**src/rtl/shift_stage_ctrl.sv**
```systemverilog
// shift_stage_ctrl: sequential wrapper around the datapath's combinational
// barrel shifter. It takes one request over a valid/ready handshake,
// registers it onto the shifter inputs, captures the shifter output a cycle
// later and offers that result downstream over a second valid/ready
// handshake. Only one operation is in flight at a time.
module shift_stage_ctrl #(
    parameter int WIDTH = 8,
    parameter int SHW   = 3,
    parameter int CNTW  = 8
) (
    input  logic             clk,
    input  logic             rst_n,
    input  logic             req_valid,
    output logic             req_ready,
    input  logic [WIDTH-1:0] req_data,
    input  logic [SHW-1:0]   req_shift,
    output logic [WIDTH-1:0] sh_in,
    output logic [SHW-1:0]   sh_shift,
    input  logic [WIDTH-1:0] sh_out,
    output logic             res_valid,
    input  logic             res_ready,
    output logic [WIDTH-1:0] res_data,
    output logic             res_zero,
    output logic [SHW-1:0]   res_shift,
    output logic             busy,
    output logic [CNTW-1:0]  op_count
);

    typedef enum logic [1:0] {
        IDLE = 2'd0,
        CALC = 2'd1,
        DONE = 2'd2
    } state_t;

    state_t           state_q,     state_d;
    logic [WIDTH-1:0] sh_in_q,     sh_in_d;
    logic [SHW-1:0]   sh_shift_q,  sh_shift_d;
    logic [WIDTH-1:0] res_data_q,  res_data_d;
    logic             res_zero_q,  res_zero_d;
    logic [SHW-1:0]   res_shift_q, res_shift_d;
    logic [CNTW-1:0]  op_count_q,  op_count_d;

    // Next-state, handshake outputs and register updates for the request/result FSM.
    always_comb begin
        state_d     = state_q;
        sh_in_d     = sh_in_q;
        sh_shift_d  = sh_shift_q;
        res_data_d  = res_data_q;
        res_zero_d  = res_zero_q;
        res_shift_d = res_shift_q;
        op_count_d  = op_count_q;
        req_ready   = 1'b0;
        res_valid   = 1'b0;

        case (state_q)
            IDLE: begin
                req_ready = 1'b1;
                if (req_valid) begin
                    sh_in_d    = req_data;
                    sh_shift_d = req_shift;
                    state_d    = CALC;
                end
            end

            CALC: begin
                res_data_d  = sh_out;
                res_zero_d  = (sh_out == '0);
                res_shift_d = sh_shift_q;
                state_d     = DONE;
            end

            DONE: begin
                res_valid = 1'b1;
                // A new request may only enter in the cycle the result leaves,
                // which keeps a single operation outstanding.
                req_ready = res_ready;
                if (res_ready) begin
                    op_count_d = op_count_q + CNTW'(1);
                    if (req_valid) begin
                        sh_in_d    = req_data;
                        sh_shift_d = req_shift;
                        state_d    = CALC;
                    end else begin
                        state_d = IDLE;
                    end
                end
            end

            default: begin
                state_d = IDLE;
            end
        endcase
    end

    // State and datapath registers with synchronous active-low reset.
    always_ff @(posedge clk) begin
        if (!rst_n) begin
            state_q     <= IDLE;
            sh_in_q     <= '0;
            sh_shift_q  <= '0;
            res_data_q  <= '0;
            res_zero_q  <= 1'b0;
            res_shift_q <= '0;
            op_count_q  <= '0;
        end else begin
            state_q     <= state_d;
            sh_in_q     <= sh_in_d;
            sh_shift_q  <= sh_shift_d;
            res_data_q  <= res_data_d;
            res_zero_q  <= res_zero_d;
            res_shift_q <= res_shift_d;
            op_count_q  <= op_count_d;
        end
    end

    assign sh_in     = sh_in_q;
    assign sh_shift  = sh_shift_q;
    assign res_data  = res_data_q;
    assign res_zero  = res_zero_q;
    assign res_shift = res_shift_q;
    assign op_count  = op_count_q;
    assign busy      = (state_q != IDLE);

endmodule
```
**config.mk**
```make
export PLATFORM = sky130hd
export DESIGN_NAME = shift_stage_ctrl
export DESIGN_NICKNAME = d
export VERILOG_FILES = /design/src/rtl/shift_stage_ctrl.sv
export SDC_FILE = /design/constraint.sdc
export NUM_CORES = 1
export LEC_CHECK = 0
export CORE_MARGIN = 5
export CORE_UTILIZATION = 40
export CTS_BUF_LIST = sky130_fd_sc_hd__clkbuf_8
export DETAILED_ROUTE_END_ITERATION = 12
export PLACE_DENSITY = 0.8
export RECOVER_POWER = 100
export SYNTH_ARGS = -nofsm -noshare
export SYNTH_HDL_FRONTEND = slang
export SYNTH_SLANG_ARGS = --single-unit
```
**constraint.sdc**
```tcl
create_clock -name clk -period 2 [get_ports clk]
set_clock_uncertainty 0.1 [all_clocks]
set_input_delay 0.4 -clock clk [delete_from_list [all_inputs] [get_ports clk]]
set_output_delay 0.4 -clock clk [all_outputs]
set_load 0.005 [all_outputs]
```
Word-level counts from Yosys, hierarchy flattened --
Cells that the tools add are included.
Storage, ports and cells: flip-flop bits (word level) 33, word-level logic and storage cells 31, output and inout bits 34
Operators by class: eq/ne operators 4, multiplexer cells 12, reduce and logical (&&, ||, !) cells 7, add/subtract/negate cells 1
Operator list (number):
- 8-bit 2-to-1 mux | 2
- 8-bit one-hot mux with 2 select lines | 1
- 8-bit by 1-bit adder with 8-bit output, second input constant | 1
- 8-bit zero test | 1
- 3-bit 2-to-1 mux | 2
- 2-bit one-hot mux with 3 select lines | 1
- 3-bit one-hot mux with 2 select lines | 1
- 2-bit AND reduction | 3
- 2-bit 2-to-1 mux | 2
- 2-bit != test, second input constant | 2
- 2-bit nonzero test | 2
- 2-bit by 1-bit equality test with 1-bit output, second input constant | 1
- 2-bit equality test, second input constant | 1
- 2-bit zero test | 1
- 1-bit 2-to-1 mux | 2
- 1-bit one-hot mux with 2 select lines | 1

Logic depth before layout (Yosys ltp) --
depth in word-level cells 3, gate-level depth with buffers 5, depth with buffers taken out 4

Worst setup path before layout --
No wires, ideal clock.
path type register to register, start point reg op_count_q[0] (netlist: op_count[0]), end point reg op_count_q[6] (netlist: op_count[6]), path slack 0.486 ns, buffers on the path 0, library setup time 0.070 ns, required time 1.830 ns, period minus slack after synthesis 1.514 ns, data arrival time 1.344 ns, cell stages (with the launch flop) 5, cells stage by stage dfxtp_1 -> ha_1 -> nand4b_1 -> or4_1 -> a21oi_1
Between the ends: word-level cells in the longest chain between the ends 1
Ends and longest elaborated chain:
- start: declaration | RTL line 41 | logic [CNTW-1:0] op_count_q, op_count_d;
- start signal: assignment | RTL line 112 | op_count_q <= op_count_d;
- 8-bit by 1-bit adder with 8-bit output | RTL line 78 | op_count_d = op_count_q + CNTW'(1);
No other way between the ends. A chain may end at the register's enable or synchronous reset.

Final worst setup path --
start point reg state_q[0], end point out busy
Between the ends: word-level cells in the longest chain between the ends 1
Ends and longest elaborated chain:
- start: declaration | RTL line 35 | state_t state_q, state_d;
- start signal: assignment | RTL line 106 | state_q <= state_d;
- 2-bit nonzero test | RTL line 122 | assign busy = (state_q != IDLE);
- end: declaration | RTL line 25 | output logic busy,
No other way between the ends.

==> reports/metrics.cfg <==
[timing]
max_freq_mhz=517
rsz0062_at_grt=false
finalCriticalPeriod_ns=1.93
slew_violations=0
tightestPinTransition_ns=0.519
min_period_over_period=0.967
setup_slack_ns=0.0656
finalHoldViolCount=0
setup_viol=0
slew_headroom=0.654

[logic_synthesis]
synth_mux_area_frac=0.00733
syn_nets=182
synthAdderAreaFrac=0.00917
synth_area_per_cell_sq_um=8.64
yosys_warnings=0
synthXorXnorAreaFrac=0.0128
synth_seq_cells=33
yosysUniqueCellTypes=26
synth_top_family_by_area=simple AND/OR/NAND/NOR gates
syn_inst=158
synthSimpleGateAreaFrac=0.254
netlist_area_sq_um=1370
yosysSeqAreaShare=0.484
synth_compound_area_frac=0.192

[cts]
clockRootBuffer=clkbuf_8
clockBufferDepth=2
cts_tree=done
cts_sinks=33
htreeDepth=2
cts_setup_buffers=0
cts-buffers-inserted=5
clock_latency_ns=0.28
clkSlewWorstSetupHoldPaths_ns=0.06

[global_routing]
grt-ovfl-total=0
grt_pass1_vias=1261
grt_first_pass_wirelength_mm=5.69
antenna_found_initial=0
grt_start_max_net_pins=17
track_usage=0.166

[route]
vias=1383
wirelength_mm=3.58
wl_per_cell_microns=13.5
initialDrtViolationCount=66
drc_errors=0
drtAntennaViolNets=0
first_pass_iters=4
viasPerCell=5.20

[power]
power_frac_comb=0.137
intPower_mw=1.06
leakage_nw=0.849
seqPwrFrac=0.507
ir_drop_uv=357
clock_power_share=0.356
p_sw_mw=0.322
swShare=0.233
powerDensity_nw_per_um2=661

[placed_design]
portBuffers=56
routabilityCongestion=0.856
dpl.hpwl_mm=2.57
post-place-ws_ns=-0.0735

[critical_path]
cp.arrival_ns=1.43
cp_max_fo=10
path_buf_inv=1
criticalPathCategory=reg2out
cp-startpoint=state_q[0]$_SDFFE_PN0P_
cp_slowest_cell=clkdlybuf4s50_1
cpPeakStageDelay_ns=0.45
crit_required_ns=1.50
regToRegStartpoint=state_q[0]$_SDFFE_PN0P_
crit_chain=or2_2 > clkdlybuf4s50_1
r2r_slack_ns=0.36
start_kind=flip-flop
cp_top_family=buffers and inverters
critPathCaptureType=primary output

[flow_run]
drv_cap=0

[run_status]
status=complete, no violations

[hold_path]
worstHoldPathType=reg2reg
hp-start=res_zero$_SDFFE_PN0N_

[cells_and_area]
drive_gt1_frac=0.0773
fin_nets=244
area_growth_pct=53.4
layout_common_cells=dlygate4sd3_1 (33), dfxtp_1 (32), a21oi_1 (28), nand2_1 (27), clkdlybuf4s50_1 (22)
antenna_cells=0
utilization=0.633
final_common_cell=dlygate4sd3_1

[floorplanning]
io_pins=57
die_area_sq_um=4680
fp.dieH_microns=68.4
fp.coreArea_sq_um=3310
start_util=0.412
row_count=21
die_w_microns=68.4

## per-layer routing
metal / global-route usage / part of all wire / vias up
met2: 0.272 / 0.47 / 52
met1: 0.183 / 0.43 / 633
met5: 0 / 0 / -
met4: 0.0670 / 0.010 / 0
met3: 0.0788 / 0.092 / 4
li1: - / - / 694
## registers in the layout, summed over array words and instances (netlist names)
register and count:
op_count 8, res_data 8, res_shift 3, res_zero 1, sh_in 8, sh_shift 3, state_q 2
## cell type report
type                       count  area (sq um)
clock buffer                   6          82.6
fill                         302          1220
clock inverter                 1          3.75
multi-input combinational    111           649
sequential                    33           662
tap                           46          57.6
timing repair buffer          67           632
inverter                       2          7.51
## worst reg2reg max path: cells and delay by family (launching register included)
family / cells / cell delay, ns
and+or+nand+nor: 2 / 0.54
buffers and inverters: 1 / 0.32
DFF: 1 / 0.48
AOI/OAI and AO/OA: 1 / 0.13
## synthesized netlist by cell type, drive strengths merged
master | number | area, sq um
nand3 | 1 | 5.00
or3 | 2 | 12.5
or4 | 3 | 22.5
inv | 2 | 7.51
o21ai | 2 | 10.0
nand3b | 1 | 7.51
nor2b | 2 | 12.5
or2 | 1 | 6.26
and2b | 1 | 7.51
clkbuf | 8 | 30.0
dfxtp | 33 | 661
xor2 | 2 | 17.5
nor2 | 5 | 18.8
mux2i | 1 | 10.0
or2b | 1 | 7.51
nand4 | 1 | 6.26
o21a | 1 | 7.51
nand4b | 13 | 114
a21oi | 28 | 140
buf | 4 | 17.5
ha | 1 | 12.5
nor4 | 3 | 18.8
o31ai | 14 | 105
nand2b | 1 | 6.26
nand2 | 27 | 101
## path summary, 6_finish.rpt
| path | to | depth (start not counted) |
|---|---|---|
| max | busy | 2 |
| min | res_zero$_SDFFE_PN0N_ | 2 |
| max reg2reg | res_zero$_SDFFE_PN0N_ | 4 |
| min reg2reg | res_zero$_SDFFE_PN0N_ | 2 |
## power by group through the flow
stage          registers [mW]  logic (mW)  clock network [mW]
2_1_floorplan           0.715      0.0778                   0
3_3_place_gp            0.716       0.202                   0
3_5_place_dp            0.716       0.203                   0
4_1_cts                 0.702       0.204               0.510
5_1_grt                 0.704       0.211               0.539
6_report                0.701       0.190               0.493
## kinds of logic after synthesis
logic type	Yosys count
AOI/OAI and AO/OA	45
xor gates and xnor gates	2
adders and majority gates	1
buffers and inverters	14
DFF	33
muxes	1
and+or+nand+nor	62
## repair_timing
item                                    in CTS  in global routing
gates resized for setup                      1                  1
hold buffers                                 0                  0
pin swaps                                    0                  0
cloned                                       0                  0
endpoints found under the setup margin       1                  1
## through the flow
step	power (mW)	instance area, sq um	instances	hold slack [ns]	setup TNS, ns
after floorplan	0.792	1370	158	0.353	0
after global placement	0.918	2020	259	0.342	-0.0793
after detailed placement	0.920	2020	259	0.345	-0.0735
after CTS	1.42	2100	266	0.354	0
after global routing	1.45	2090	266	0.370	0
final	1.38	2090	266	0.350	0
(Power assumes the default switching activity.)
